File: src/rtl/pipe_ctrl_if.sv
// pipe_ctrl_if: stall requests, mispredict inputs and pipeline control outputs of pipe_ctrl
interface pipe_ctrl_if #(parameter int STALL_W = 6);
  logic rdy;
  logic if_stall_req;
  logic id_stall_req;
  logic mem_stall_req;
  logic if_busy;
  logic ex_mispredict;
  logic [31:0] ex_target;
  logic [STALL_W-1:0] stall_sign;
  logic flush;
  logic redirect_valid;
  logic [31:0] redirect_addr;
  logic [31:0] stall_cycles;
  logic [15:0] flush_count;
  modport master (
    output rdy, if_stall_req, id_stall_req, mem_stall_req, if_busy, ex_mispredict, ex_target,
    input stall_sign, flush, redirect_valid, redirect_addr, stall_cycles, flush_count
  );
  modport slave (
    input rdy, if_stall_req, id_stall_req, mem_stall_req, if_busy, ex_mispredict, ex_target,
    output stall_sign, flush, redirect_valid, redirect_addr, stall_cycles, flush_count
  );
endinterface

File: src/rtl/pipe_ctrl.sv
// pipe_ctrl: stall merging, mispredict flush/drain/redirect sequencing and stall/flush statistics
module pipe_ctrl #(
  parameter int STALL_W = 6,
  parameter logic [31:0] STALL_CYCLES_INIT = '0,
  parameter logic [15:0] FLUSH_COUNT_INIT = '0
) (
  input logic clk,
  input logic rst,
  pipe_ctrl_if.slave p
);
  localparam logic [1:0] IDLE = 2'd0;
  localparam logic [1:0] WAIT = 2'd1;
  localparam logic [1:0] REDIRECT = 2'd2;
  logic [1:0] state, state_nxt;
  logic take;
  logic [31:0] redirect_addr;
  logic [31:0] stall_cycles;
  logic [15:0] flush_count;
  always_comb begin
    p.stall_sign = !p.rdy ? {STALL_W{1'b1}} :
                   p.mem_stall_req ? STALL_W'(5'b11111) :
                   p.id_stall_req ? STALL_W'(3'b111) :
                   (p.if_stall_req || state == WAIT) ? STALL_W'(2'b11) : '0;
    // mispredicts under a mem stall are dropped; EX re-presents them later
    take = state == IDLE && p.ex_mispredict && !p.mem_stall_req && p.rdy;
    p.flush = p.rdy && (take || state != IDLE);
    p.redirect_valid = p.rdy && state == REDIRECT;
    state_nxt = state == IDLE ? (take ? WAIT : IDLE) :
                state == WAIT ? (p.if_busy ? WAIT : REDIRECT) :
                (p.mem_stall_req ? REDIRECT : IDLE);
  end
  always_ff @(posedge clk) begin
    if (rst) begin
      state <= IDLE;
      redirect_addr <= '0;
      stall_cycles <= STALL_CYCLES_INIT;
      flush_count <= FLUSH_COUNT_INIT;
    end else if (p.rdy) begin
      state <= state_nxt;
      if (take) redirect_addr <= p.ex_target;
      if (take) flush_count <= flush_count + 16'd1;
      if (p.stall_sign != '0 && stall_cycles != '1) stall_cycles <= stall_cycles + 32'd1;
    end
  end
  assign p.redirect_addr = redirect_addr;
  assign p.stall_cycles = stall_cycles;
  assign p.flush_count = flush_count;
endmodule
File: src/flat_wrapper.sv
// flat-port wrapper written by rule: the top's interface ports become plain ports
module pipe_ctrl_flat 
#(
  parameter int STALL_W = 6,
  parameter logic [31:0] STALL_CYCLES_INIT = '0,
  parameter logic [15:0] FLUSH_COUNT_INIT = '0
)
  (clk, rst, p_rdy, p_if_stall_req, p_id_stall_req, p_mem_stall_req, p_if_busy, p_ex_mispredict, p_ex_target, p_stall_sign, p_flush, p_redirect_valid, p_redirect_addr, p_stall_cycles, p_flush_count);
  pipe_ctrl_if #(.STALL_W(STALL_W)) p_i ();
  input logic clk;
  input logic rst;
  input wire logic [$bits(p_i.rdy)-1:0] p_rdy;
  input wire logic [$bits(p_i.if_stall_req)-1:0] p_if_stall_req;
  input wire logic [$bits(p_i.id_stall_req)-1:0] p_id_stall_req;
  input wire logic [$bits(p_i.mem_stall_req)-1:0] p_mem_stall_req;
  input wire logic [$bits(p_i.if_busy)-1:0] p_if_busy;
  input wire logic [$bits(p_i.ex_mispredict)-1:0] p_ex_mispredict;
  input wire logic [$bits(p_i.ex_target)-1:0] p_ex_target;
  output wire logic [$bits(p_i.stall_sign)-1:0] p_stall_sign;
  output wire logic [$bits(p_i.flush)-1:0] p_flush;
  output wire logic [$bits(p_i.redirect_valid)-1:0] p_redirect_valid;
  output wire logic [$bits(p_i.redirect_addr)-1:0] p_redirect_addr;
  output wire logic [$bits(p_i.stall_cycles)-1:0] p_stall_cycles;
  output wire logic [$bits(p_i.flush_count)-1:0] p_flush_count;
  assign p_i.rdy = p_rdy;
  assign p_i.if_stall_req = p_if_stall_req;
  assign p_i.id_stall_req = p_id_stall_req;
  assign p_i.mem_stall_req = p_mem_stall_req;
  assign p_i.if_busy = p_if_busy;
  assign p_i.ex_mispredict = p_ex_mispredict;
  assign p_i.ex_target = p_ex_target;
  assign p_stall_sign = p_i.stall_sign;
  assign p_flush = p_i.flush;
  assign p_redirect_valid = p_i.redirect_valid;
  assign p_redirect_addr = p_i.redirect_addr;
  assign p_stall_cycles = p_i.stall_cycles;
  assign p_flush_count = p_i.flush_count;
  pipe_ctrl #(.STALL_W(STALL_W), .STALL_CYCLES_INIT(STALL_CYCLES_INIT), .FLUSH_COUNT_INIT(FLUSH_COUNT_INIT)) u_core (.clk(clk), .rst(rst), .p(p_i));
endmodule
File: config.mk
export PLATFORM = sky130hd
export DESIGN_NAME = pipe_ctrl_flat
export DESIGN_NICKNAME = d
export VERILOG_FILES = /design/src/rtl/pipe_ctrl_if.sv /design/src/rtl/pipe_ctrl.sv /design/src/flat_wrapper.sv
export SDC_FILE = /design/constraint.sdc
export NUM_CORES = 1
export LEC_CHECK = 0
export CAP_MARGIN = 40
export CORE_MARGIN = 5
export CORE_UTILIZATION = 35
export CTS_BUF_LIST = sky130_fd_sc_hd__clkbuf_16
export CTS_CLUSTER_DIAMETER = 80
export DETAILED_ROUTE_END_ITERATION = 16
export GPL_ROUTABILITY_DRIVEN = 0
export PLACE_DENSITY = 0.69
export SLEW_MARGIN = 5
export SYNTH_ARGS = -nofsm -noshare
export SYNTH_HDL_FRONTEND = slang
export SYNTH_SLANG_ARGS = --single-unit
File: constraint.sdc
create_clock -name clk -period 5.3 [get_ports clk]
set_clock_uncertainty 0.1 [all_clocks]
set_input_delay 0.53 -clock clk [delete_from_list [all_inputs] [get_ports clk]]
set_output_delay 0.53 -clock clk [all_outputs]
set_load 0.02 [all_outputs]
[Word level (Yosys, flattened, before mapping)]
Index checks and enable logic that the tools add are counted.
Word-level totals
  output and inout bits: 88
  bits in registers: 82
  input bits: 40
Cells by class
  reductions and logical operators: 14
  mux-type cells: 9
  equality and inequality tests: 3
  add/subtract/negate cells: 2
Operators by type and width (count)
  $add 32x1->32 const B: 1
  $ne 32x32->1 const B: 1
  $mux 6: 3
  $add 16x1->16 const B: 1
  $mux 2: 5
  $logic_and 1x1->1: 6
  $reduce_bool 6->1: 1
  $reduce_and 2->1: 2
  $eq 2x1->1 const B: 1
  $eq 2x2->1 const B: 1
  $logic_not 2->1: 1
  $logic_or 1x1->1: 2
  $reduce_bool 2->1: 1
  $logic_not 1->1: 1
  $mux 1: 1

[Depth between registers and ports, before layout]
Gate-level depths: netlist (run 1).
  depth after elaboration: 9
  depth in mapped cells: 8

[Worst setup path after synthesis (run 1)]
No wires, ideal clock.
  path type: input -> output
  start: input port p_mem_stall_req
  end: output port p_stall_sign[1]
  cell stages on the path: 4
  arrival time: 1.850 ns
  setup slack: 2.820 ns
  data required time: 4.670 ns
  cell sequence: nand2b_1 or2_2 or3_1 buf_4
On the way
  word-level cells in the longest chain between the ends: 2
Ends and longest elaborated chain
  from (decl): RTL line flat_wrapper.sv:15  | input wire logic [$bits(p_i.mem_stall_req)-1:0] p_mem_stall_req;
  $mux 6: RTL line pipe_ctrl.sv:21  | p.mem_stall_req ? STALL_W'(5'b11111) :
  $mux 6: RTL line pipe_ctrl.sv:20  | p.stall_sign = !p.rdy ? {STALL_W{1'b1}} :
  to (decl): RTL line flat_wrapper.sv:19  | output wire logic [$bits(p_i.stall_sign)-1:0] p_stall_sign;
Every way passes these cells.

[Worst setup path in the final report (run 1)]
  start: input port p_mem_stall_req
  end: output port p_stall_sign[0]
Same word-level chain as after synthesis.

==> results of run 1 <==
==> tightest hold or removal path, stage by stage (launching register included) <==
cell and delay (ns):
sky130_fd_sc_hd__dfxtp_1 0.31, sky130_fd_sc_hd__nand2_1 0.05, sky130_fd_sc_hd__a21oi_1 0.05
==> sequential cells by signal (all words and copies together), names as in the netlist <==
name	cells
u_core.state	2
u_core.p.redirect_addr	32
u_core.p.stall_cycles	32
u_core.p.flush_count	16
==> metal layers <==
metal	GRT usage [%]	vias to the layer above	share of wire [%]
met5	0	-	0
met4	6.16	0	1.9
met3	4.04	13	5.1
met2	27.0	79	49
met1	19.2	1658	44
li1	-	1791	-
==> per-stage QoR <==
stage	cell area (µm²)	setup slack, ns
5_1_grt	5250	2.16
3_3_place_gp	4890	2.29
6_report	5250	2.25
2_1_floorplan	3560	2.82
4_1_cts	5250	2.24
3_5_place_dp	4910	2.24
==> cells by family after synthesis <==
kind of cell,Yosys count
xor+xnor,13
mux,1
buf+inv,31
compound gates,105
fa+ha+maj,2
flops,82
simple gates,203
==> cell usage in the layout (no fill, tap or decap), types with 3 or more instances in the layout <==
| cell type | synthesis | layout |
|---|---|---|
| sky130_fd_sc_hd__o21ai_1 | 9 | 9 |
| sky130_fd_sc_hd__o31ai_1 | 14 | 14 |
| sky130_fd_sc_hd__nand2b_1 | 3 | 3 |
| sky130_fd_sc_hd__a21oi_1 | 68 | 68 |
| sky130_fd_sc_hd__nand4_1 | 13 | 13 |
| sky130_fd_sc_hd__xor2_1 | 5 | 5 |
| sky130_fd_sc_hd__buf_4 | 3 | 3 |
| sky130_fd_sc_hd__or4_1 | 15 | 15 |
| sky130_fd_sc_hd__and4_1 | 5 | 5 |
| sky130_fd_sc_hd__nor2_1 | 20 | 19 |
| sky130_fd_sc_hd__nand3_1 | 16 | 16 |
| sky130_fd_sc_hd__and3_1 | 3 | 3 |
| sky130_fd_sc_hd__or3_1 | 20 | 20 |
| sky130_fd_sc_hd__nand2_1 | 86 | 86 |
| sky130_fd_sc_hd__nor3_1 | 9 | 9 |
| sky130_fd_sc_hd__dfxtp_1 | 82 | 82 |
| sky130_fd_sc_hd__xnor2_1 | 8 | 8 |
| sky130_fd_sc_hd__o21ai_0 | 10 | 10 |
| sky130_fd_sc_hd__clkdlybuf4s50_1 | 0 | 126 |
| sky130_fd_sc_hd__clkbuf_16 | 0 | 9 |
| sky130_fd_sc_hd__inv_1 | 6 | 6 |
| sky130_fd_sc_hd__bufinv_16 | 0 | 3 |
==> power groups by stage <==
stage | clock (W) | combinational [W] | sequential [W]
2_1_floorplan | 0 | 0.0000434 | 0.000660
3_3_place_gp | 0 | 0.000116 | 0.000648
3_5_place_dp | 0 | 0.000119 | 0.000649
4_1_cts | 0.000711 | 0.000119 | 0.000635
5_1_grt | 0.000736 | 0.000128 | 0.000636
6_report | 0.000695 | 0.000118 | 0.000635
==> cell type report <==
| class | instances | area (µm²) | area share [%] |
|---|---|---|---|
| clock inverter | 6 | 106 | 2.03 |
| timing repair buffer | 132 | 1310 | 25.0 |
| inverter | 6 | 22.5 | 0.429 |
| clock buffer | 9 | 225 | 4.29 |
| tap | 133 | 166 | 3.17 |
| sequential | 82 | 1640 | 31.3 |
| multi-input combinational | 324 | 1770 | 33.8 |
==> worst max path at each step <==
stage,start,to,cells past startpoint
after floorplan,p_mem_stall_req,p_stall_sign[1],4
final,p_mem_stall_req,p_stall_sign[0],5
after CTS,p_mem_stall_req,p_stall_sign[0],5
after global placement,p_mem_stall_req,p_stall_sign[0],5
after detailed placement,p_mem_stall_req,p_stall_sign[0],5
after global routing,p_mem_stall_req,p_stall_sign[0],5
==> flow_summary_export.csv, run 1 <==
group,metric,value,unit
floorplan,fp.dieH,111,µm
synthesis,synth_adder_area_share,0.703,%
power_and_ir_drop,vdd_ir_drop_max,0.166,mV
sta,maxSlewViolCount,0,
synthesis,mappedNetlistArea,3560,µm²
synthesis,synth-compound-area-share,16.6,%
grt,antenna_found_initial,0,
floorplan,io-pin-count,128,
clock_network,cts.sink_count,82,
placed_design,numPlacedInstances,677,
critical_path,setup.reg_to_reg.worst_slack,2.82,ns
critical_path,start_kind,"input pin",
grt,grt_pass1_wl,16600,µm
clock_network,clk_transition_reported_paths,0.06,ns
clock_network,htree_levels,3,
critical_path,worst_setup_path_end_kind,"output port",
clock_network,cts_buffer_depth,2,
sta,post-route-period-util,57.6,%
critical_path,reg2regPathDepth,6,
synthesis,synth_top_family_by_area,"simple AND/OR/NAND/NOR gates",
power_and_ir_drop,report.power.total,0.00145,W
floorplan,initial_core_util,36.1,%
synthesis,yosys-top-cells-count,"sky130_fd_sc_hd__nand2_1, sky130_fd_sc_hd__dfxtp_1, sky130_fd_sc_hd__a21oi_1, sky130_fd_sc_hd__nor2_1, sky130_fd_sc_hd__or3_1",
synthesis,netlist_instances,437,
drt,post_drt_via_cell_ratio,5.12,
grt,maximum_number_of_pins_on_one_net_before_global_route_repair,83,
critical_path,cell_by_cell_listing_of_the_critical_path,"clkdlybuf4s50_1 > nand2b_1 > or2_2 > or3_1 > clkdlybuf4s50_1",
synthesis,synth_top_cell_by_area,"sky130_fd_sc_hd__dfxtp_1",
synthesis,yosys.area_share.xor_xnor,3.20,%
critical_path,critical_path_peak_fanout,5,
placed_design,place_hpwl,7070,µm
synthesis,synthesis.area_per_instance,8.14,µm²
power_and_ir_drop,power-per-cell-area,276,nW/µm²
synthesis,synth-seq-cells,82,
final_layout,final_core_util,53.2,%
synthesis,synth_top_cells_by_area,"sky130_fd_sc_hd__dfxtp_1, sky130_fd_sc_hd__a21oi_1, sky130_fd_sc_hd__nand2_1",
power_and_ir_drop,seqPwrFrac,43.8,%
synthesis,synth_cell_type_count,39,
sta,setup-violations-final,0,
sta,final.min_clock_period,3.05,ns
critical_path,crit-reg2reg-capture,"u_core.p.stall_cycles[1]",
min_path,hold-path-endpoint,"u_core.p.redirect_addr[15]",
clock_network,cts_tree,"built",
sta,rsz0062_at_grt,"false",
drt,routed-via-count,3541,
drt,antenna_violating_nets_post_route,0,
floorplan,die_width,111,µm
clock_network,ctsRootBufferMaster,"sky130_fd_sc_hd__clkbuf_16",
flow_run,maxCapViolations,0,
grt,globalRouteTotalUtil,15.9,%
critical_path,path_delay_family,"buffers and inverters",
critical_path,worst_path_most_repeated_cell,"sky130_fd_sc_hd__clkdlybuf4s50_1",
final_layout,finalNonFillerCells,692,
final_layout,finalNetCount,597,
grt,grt_overflow,0,
min_path,holdPathStages,2,
outcome,run_status,"finished, final reports clean",
clock_network,post-cts-setup-buffers,0,
sta,totalNegativeSetupSlack,0,ns
synthesis,synthesis.nets,479,
floorplan,placement_rows,36,
floorplan,dieArea,12300,µm²
critical_path,crit_buf_inv,2,
synthesis,async_flop_share,0,%
critical_path,required,4.67,ns
clock_network,cts_hold_repair.buffers,0,
clock_network,cts_inserted_buffers,9,
drt,drt_pre_antenna_iters,4,
final_layout,antennaDiodeCount,0,
final_layout,layout-drive-gt1-share,4.65,%
critical_path,critical-path-slowest-cell,"sky130_fd_sc_hd__clkdlybuf4s50_1",
drt,totalWireLength,9910,µm
synthesis,synth.area.mux_share,0.281,%
min_path,hold_start,"u_core.p.redirect_addr[15]",
power_and_ir_drop,p_switching,0.000307,W
clock_network,clock_latency_at_the_later_pin_of_the_worst_skew_pair,0.32,ns
critical_path,stage_delay_of_the_slowest_cell_on_the_critical_path,0.54,ns
power_and_ir_drop,switching_share,21.2,%
power_and_ir_drop,p_clk_share,48.0,%
synthesis,seq_area_frac_synth,46.1,%
sta,achievable-frequency,0.328,GHz
power_and_ir_drop,power_frac_comb,8.2,%
synthesis,synth_edf_count,0,
sta,hold_slack,0.353,ns
clock_network,post_cts_resize_count,0,
critical_path,worst-endpoint-arrival,2.42,ns
final_layout,area.growth.synth_to_final,47.4,%
sta,slew-limit-headroom,40.7,%
power_and_ir_drop,power.internal,0.00114,W
drt,initialDrtViolationCount,153,
synthesis,yosys_warnings,0,
floorplan,core_area,9860,µm²
synthesis,synthSimpleGateAreaFrac,29.0,%
final_layout,final.fill_count,922,
synthesis,most_frequent_cell_after_synthesis,"sky130_fd_sc_hd__nand2_1",
drt,routedWlPerCell,14.3,µm
grt,vias_in_the_first_global_route,3367,
synthesis,yosys.area.top_type_share,46.1,%
min_path,path_class_of_the_lowest_slack_min_delay_path,"reg -> reg",
critical_path,worst-setup-path-type,"in -> out",
synthesis,synth_ff_type,"sky130_fd_sc_hd__dfxtp_1",
sta,number_of_endpoints_with_negative_hold_slack_in_the_final_report,0,
power_and_ir_drop,leakage,1.67,nW
sta,tightestPinTransition,0.890,ns
drt,drc,0,
critical_path,regToRegStartpoint,"u_core.p.stall_cycles[26]",
placed_design,port_buffers,127,
(Power assumes the default switching activity.)
==> inputs of run 2 (changes only) <==
PLACE_DENSITY = 0.72   (was 0.69)
clock period = 2.55 ns   (was 5.3 ns; I/O delays follow)
==> run 2 against run 1 <==
  * Clock power increased by 100%
  * Critical endpoint is now p_stall_sign[1]
  * Routed wire length increased by 0.49%
  * Via count increased by 1.3%
  * Power increased by 100%
  * Largest cell class unchanged
  * Combinational power increased by 120%
==> flow_summary_export.csv, run 2 (synthesized netlist as in run 1, its figures left out) <==
group,metric,value,unit
sta,maxSlewViolCount,0,
sta,fin_ws,0.0670,ns
drt,routedWlPerCell,14.2,µm
critical_path,worst_setup_path_end_kind,"output port",
final_layout,layout-drive-gt1-share,5.99,%
critical_path,worstSetupPathDepth,5,
sta,achievable-frequency,0.403,GHz
grt,vias_in_the_first_global_route,3345,
placed_design,postPlaceCellArea,5010,µm²
critical_path,crit_buf_inv,2,
power_and_ir_drop,p_switching,0.000672,W
placed_design,place_hpwl,7160,µm
power_and_ir_drop,seqPwrFrac,44.5,%
grt,grt_overflow,0,
power_and_ir_drop,p_clk_share,46.8,%
final_layout,layout_commonest_cell,"sky130_fd_sc_hd__clkdlybuf4s50_1",
floorplan,fp.dieH,111,µm
final_layout,area.growth.synth_to_final,49.7,%
critical_path,worst-endpoint-arrival,2.13,ns
clock_network,htree_levels,3,
clock_network,post_cts_resize_count,0,
outcome,run_status,"finished, final reports clean",
clock_network,clock_latency_at_the_later_pin_of_the_worst_skew_pair,0.33,ns
clock_network,cts_hold_repair.buffers,0,
critical_path,reg2regPathDepth,7,
floorplan,core_area,9860,µm²
critical_path,path_delay_family,"buffers and inverters",
power_and_ir_drop,vdd_ir_drop_max,0.258,mV
critical_path,cell_by_cell_listing_of_the_critical_path,"clkdlybuf4s50_1 > nand2b_1 > or2_2 > or3_1 > clkdlybuf4s50_1",
clock_network,cts.sink_count,82,
placed_design,port_buffers,127,
sta,slew-limit-headroom,48.1,%
critical_path,setup.worst_path.end,"p_stall_sign[1]",
power_and_ir_drop,power.internal,0.00229,W
sta,number_of_endpoints_with_negative_hold_slack_in_the_final_report,0,
clock_network,cts_inserted_buffers,9,
drt,initialDrtViolationCount,181,
power_and_ir_drop,power_frac_comb,8.7,%
grt,globalRouteTotalUtil,16.0,%
sta,tightestPinTransition,0.779,ns
critical_path,stage_delay_of_the_slowest_cell_on_the_critical_path,0.56,ns
clock_network,cts_tree,"built",
grt,grt_pass1_wl,16600,µm
final_layout,finalInstanceArea,5330,µm²
final_layout,layout_common_cells,"sky130_fd_sc_hd__clkdlybuf4s50_1, sky130_fd_sc_hd__nand2_1, sky130_fd_sc_hd__dfxtp_1",
floorplan,placement_rows,36,
final_layout,final_core_util,54.0,%
floorplan,dieArea,12300,µm²
critical_path,start_kind,"input pin",
drt,drc,0,
critical_path,setup.reg_to_reg.worst_slack,0.31,ns
critical_path,required,2.19,ns
critical_path,regToRegStartpoint,"u_core.p.stall_cycles[1]",
critical_path,crit-reg2reg-capture,"u_core.p.stall_cycles[1]",
clock_network,clk_transition_reported_paths,0.06,ns
drt,drt_pre_antenna_iters,5,
grt,maximum_number_of_pins_on_one_net_before_global_route_repair,40,
sta,hold_slack,0.352,ns
final_layout,antennaDiodeCount,0,
sta,rsz0062_at_grt,"false",
power_and_ir_drop,leakage,1.72,nW
floorplan,io-pin-count,128,
clock_network,cts_buffer_depth,2,
clock_network,post-cts-setup-buffers,0,
min_path,path_class_of_the_lowest_slack_min_delay_path,"reg -> reg",
floorplan,initial_core_util,36.1,%
floorplan,die_width,111,µm
sta,totalNegativeSetupSlack,0,ns
drt,post_drt_via_cell_ratio,5.12,
critical_path,critical-path-slowest-cell,"sky130_fd_sc_hd__clkdlybuf4s50_1",
sta,final.min_clock_period,2.48,ns
critical_path,worstSetupStartpoint,"p_mem_stall_req",
critical_path,worst-setup-path-type,"in -> out",
flow_run,maxCapViolations,0,
final_layout,finalNetCount,605,
critical_path,critical_path_peak_fanout,5,
power_and_ir_drop,switching_share,22.7,%
clock_network,ctsRootBufferMaster,"sky130_fd_sc_hd__clkbuf_16",
drt,totalWireLength,9960,µm
final_layout,reg.largest.list,"u_core.p.redirect_addr: 32 flops, u_core.p.stall_cycles: 32 flops, u_core.p.flush_count: 16 flops",
power_and_ir_drop,power-per-cell-area,557,nW/µm²
grt,antenna_found_initial,0,
drt,routed-via-count,3588,
drt,antenna_violating_nets_post_route,0,
sta,post-route-period-util,97.4,%
sta,setup-violations-final,0,
critical_path,worst_path_most_repeated_cell,"sky130_fd_sc_hd__clkdlybuf4s50_1",
min_path,holdPathStages,2,
placed_design,post-place-ws,0.0709,ns
==> run 2: cell types whose count changed in the layout (fill, tap and decap cells not counted), sizes merged <==
cell      delta
clkinv       +3
bufinv       -1
clkinvlp     -1
buf          +8
==> run 2: worst min-delay path: cells and delay by family, from the launching register on <==
family / cells / cell delay (ns)
simple gates: 1 / 0.05
compound gates: 1 / 0.05
flops: 1 / 0.31
==> run 2: area by class of cell <==
class                      instances  area (µm²)
fill                             914        4540
multi-input combinational        324        1770
sequential                        82        1640
timing repair buffer             140        1400
clock buffer                       9         225
tap                              133         166
clock inverter                     7        93.8
inverter                           6        22.5
==> run 2: routing by layer <==
metal | GRT usage (%) | vias up | part of all wire, %
li1 | - | 1812 | -
met1 | 20.1 | 1671 | 45
met2 | 26.6 | 96 | 48
met3 | 4.48 | 9 | 5.6
met4 | 4.60 | 0 | 0.94
met5 | 0 | - | 0
==> run 2: power by group through the flow <==
stage          clock (W)  sequential, W  combinational [W]
2_1_floorplan          0        0.00137          0.0000902
3_3_place_gp           0        0.00135           0.000256
3_5_place_dp           0        0.00135           0.000259
4_1_cts          0.00143        0.00132           0.000260
5_1_grt          0.00147        0.00132           0.000278
6_report         0.00139        0.00132           0.000257
==> run 2: worst min-delay path by stage <==
stage / startpoint / to
floorplan: p_ex_target[0] / u_core.p.redirect_addr[0]
global placement: u_core.p.redirect_addr[8] / u_core.p.redirect_addr[8]
detailed placement: u_core.p.redirect_addr[31] / u_core.p.redirect_addr[31]
CTS: u_core.p.redirect_addr[31] / u_core.p.redirect_addr[31]
global route: u_core.p.redirect_addr[31] / u_core.p.redirect_addr[31]
finish: u_core.p.redirect_addr[31] / u_core.p.redirect_addr[31]
==> run 2: metrics by stage <==
step           power, W  cells
2_1_floorplan   0.00146    437
3_3_place_gp    0.00160    685
3_5_place_dp    0.00161    685
4_1_cts         0.00300    701
5_1_grt         0.00306    701
6_report        0.00296    701
==> inputs of run 3 (changes only) <==
CTS_BUF_LIST = not set   (was sky130_fd_sc_hd__clkbuf_16)
==> run 3 against run 2 <==
  * Power shrank 9.9%
  * Global-route usage shrank 0.057 points
  * Cell count is the same
  * Register-to-register slack is essentially flat
  * Core utilization shrank 0.82 points
  * Combinational power is essentially flat
  * Sequential power is essentially flat
  * Maximum frequency is essentially flat
  * Non-clock buffer count is the same
  * Routed wire length shrank 0.43%
  * Sequential cell count is the same
  * Sequential share of layout area grew 0.48 points
  * Critical path type unchanged
  * Largest cell class unchanged
  * Largest power group is now sequential cells
==> flow_summary_export.csv, run 3 (synthesized netlist as in run 1, its figures left out) <==
group,metric,value,unit
outcome,run_status,"finished, final reports clean",
floorplan,dieArea,12300,µm²
power_and_ir_drop,power-per-cell-area,509,nW/µm²
critical_path,reg2regPathDepth,7,
critical_path,crit-reg2reg-capture,"u_core.p.stall_cycles[1]",
critical_path,regToRegStartpoint,"u_core.p.stall_cycles[1]",
drt,drc,0,
sta,tightestPinTransition,0.795,ns
drt,totalWireLength,9910,µm
power_and_ir_drop,leakage,1.69,nW
flow_run,maxCapViolations,0,
power_and_ir_drop,p_clk_share,41.0,%
sta,number_of_endpoints_with_negative_hold_slack_in_the_final_report,0,
placed_design,post-place-ws,0.0709,ns
clock_network,cts_tree,"built",
min_path,path_class_of_the_lowest_slack_min_delay_path,"in -> reg",
final_layout,layout-drive-gt1-share,6.34,%
critical_path,setup.reg_to_reg.worst_slack,0.30,ns
floorplan,placement_rows,36,
sta,slew-limit-headroom,47.0,%
clock_network,cts_hold_repair.buffers,0,
sta,hold_slack,0.351,ns
final_layout,final.fill_count,925,
grt,grt_overflow,0,
clock_network,post-cts-setup-buffers,0,
min_path,hold_start,"p_ex_target[6]",
clock_network,cts_buffer_depth,2,
final_layout,layout_common_cells,"sky130_fd_sc_hd__clkdlybuf4s50_1, sky130_fd_sc_hd__nand2_1, sky130_fd_sc_hd__dfxtp_1",
grt,vias_in_the_first_global_route,3342,
final_layout,multi_input_comb_area,1770,µm²
clock_network,clock_latency_at_the_later_pin_of_the_worst_skew_pair,0.35,ns
sta,maxSlewViolCount,0,
clock_network,clk_transition_reported_paths,0.09,ns
floorplan,core_area,9860,µm²
placed_design,port_buffers,127,
critical_path,critical_path_peak_fanout,5,
power_and_ir_drop,switching_share,23.4,%
drt,routedWlPerCell,14.1,µm
critical_path,required,2.19,ns
placed_design,numPlacedInstances,685,
final_layout,area.sequential,1640,µm²
final_layout,antennaDiodeCount,0,
power_and_ir_drop,seqPwrFrac,49.3,%
drt,routed-via-count,3567,
sta,totalNegativeSetupSlack,0,ns
critical_path,stage_delay_of_the_slowest_cell_on_the_critical_path,0.56,ns
final_layout,reg.largest.list,"u_core.p.redirect_addr: 32 flops, u_core.p.stall_cycles: 32 flops, u_core.p.flush_count: 16 flops",
clock_network,post_cts_resize_count,0,
power_and_ir_drop,vdd_ir_drop_max,0.385,mV
clock_network,ctsRootBufferMaster,"sky130_fd_sc_hd__clkbuf_8",
critical_path,worst-endpoint-arrival,2.13,ns
clock_network,cts.sink_count,82,
critical_path,worst_path_most_repeated_cell,"sky130_fd_sc_hd__clkdlybuf4s50_1",
critical_path,worstSetupStartpoint,"p_mem_stall_req",
sta,rsz0062_at_grt,"false",
critical_path,start_kind,"input pin",
critical_path,critical-path-slowest-cell,"sky130_fd_sc_hd__clkdlybuf4s50_1",
sta,post-route-period-util,97.4,%
sta,final.min_clock_period,2.48,ns
critical_path,worst_setup_path_end_kind,"output port",
placed_design,place_hpwl,7160,µm
final_layout,finalNetCount,605,
final_layout,layout_commonest_cell,"sky130_fd_sc_hd__clkdlybuf4s50_1",
sta,achievable-frequency,0.403,GHz
drt,initialDrtViolationCount,166,
min_path,hold-path-endpoint,"u_core.p.redirect_addr[6]",
grt,antenna_found_initial,0,
critical_path,worst-setup-path-type,"in -> out",
min_path,holdPathStages,3,
critical_path,cell_by_cell_listing_of_the_critical_path,"clkdlybuf4s50_1 > nand2b_1 > or2_2 > or3_1 > clkdlybuf4s50_1",
floorplan,initial_core_util,36.1,%
drt,post_drt_via_cell_ratio,5.09,
final_layout,area.growth.synth_to_final,47.4,%
grt,maximum_number_of_pins_on_one_net_before_global_route_repair,40,
power_and_ir_drop,power.internal,0.00204,W
final_layout,finalNonFillerCells,701,
power_and_ir_drop,power_frac_comb,9.6,%
floorplan,die_width,111,µm
drt,antenna_violating_nets_post_route,0,
grt,globalRouteTotalUtil,15.9,%
clock_network,cts_inserted_buffers,9,
power_and_ir_drop,p_switching,0.000625,W
sta,setup-violations-final,0,
sta,fin_ws,0.0670,ns
floorplan,io-pin-count,128,
drt,drt_pre_antenna_iters,4,
floorplan,fp.dieH,111,µm
grt,grt_pass1_wl,16600,µm
clock_network,htree_levels,3,
## run 3: cell count changes in the layout (fill, tap and decap cells not counted)
cell and change:
sky130_fd_sc_hd__clkbuf_8 +11, sky130_fd_sc_hd__clkbuf_16 -9, sky130_fd_sc_hd__clkinv_1 -2
## run 3: routing by layer
metal	vias to the layer above	wire, µm	track usage, %	part of all wire, %
met5	-	0	0	0
met4	0	115	4.11	1.2
met3	8	601	4.48	6.1
met2	89	4860	26.5	49
met1	1663	4340	20.2	44
li1	1807	-	-	-
## run 3: how the worst max path moves through the flow
| stage | to | slack, ns | cells past startpoint |
|---|---|---|---|
| finish | p_stall_sign[1] | 0.07 | 5 |
| global route | p_stall_sign[1] | 0.02 | 5 |
| CTS | p_stall_sign[1] | 0.06 | 5 |
| detailed placement | p_stall_sign[1] | 0.07 | 5 |
| global placement | p_stall_sign[0] | 0.13 | 5 |
| floorplan | u_core.p.stall_cycles[1] | 0.19 | 8 |
## run 3: final cells by class
cell class / instances / share of cell area [%]
Tap cell: 133 / 3.17
Inverter: 6 / 0.429
Multi-Input combinational cell: 324 / 33.8
Clock buffer: 11 / 2.89
Clock inverter: 5 / 1.65
Timing Repair Buffer: 140 / 26.7
Sequential cell: 82 / 31.3
## run 3: through the flow
| step | util, % | total power [W] | cell area [µm²] |
|---|---|---|---|
| finish | 53.2 | 0.00267 | 5240 |
| CTS | 53.2 | 0.00271 | 5240 |
| floorplan | - | 0.00146 | 3560 |
| global placement | 50.7 | 0.00160 | 5010 |
| global route | 53.2 | 0.00278 | 5240 |
| detailed placement | 50.7 | 0.00161 | 5010 |
## run 3: critical path, delay by kind of cell
| kind | cells | cell delay [ns] |
|---|---|---|
| buffers and inverters | 2 | 1.03 |
| and+or+nand+nor | 3 | 0.84 |
## run 3: power groups by stage
stage          sequential, W  combinational [W]  clock, W
2_1_floorplan        0.00137          0.0000902         0
3_3_place_gp         0.00135           0.000256         0
3_5_place_dp         0.00135           0.000259         0
4_1_cts              0.00132           0.000260   0.00113
5_1_grt              0.00132           0.000278   0.00118
6_report             0.00132           0.000258   0.00110
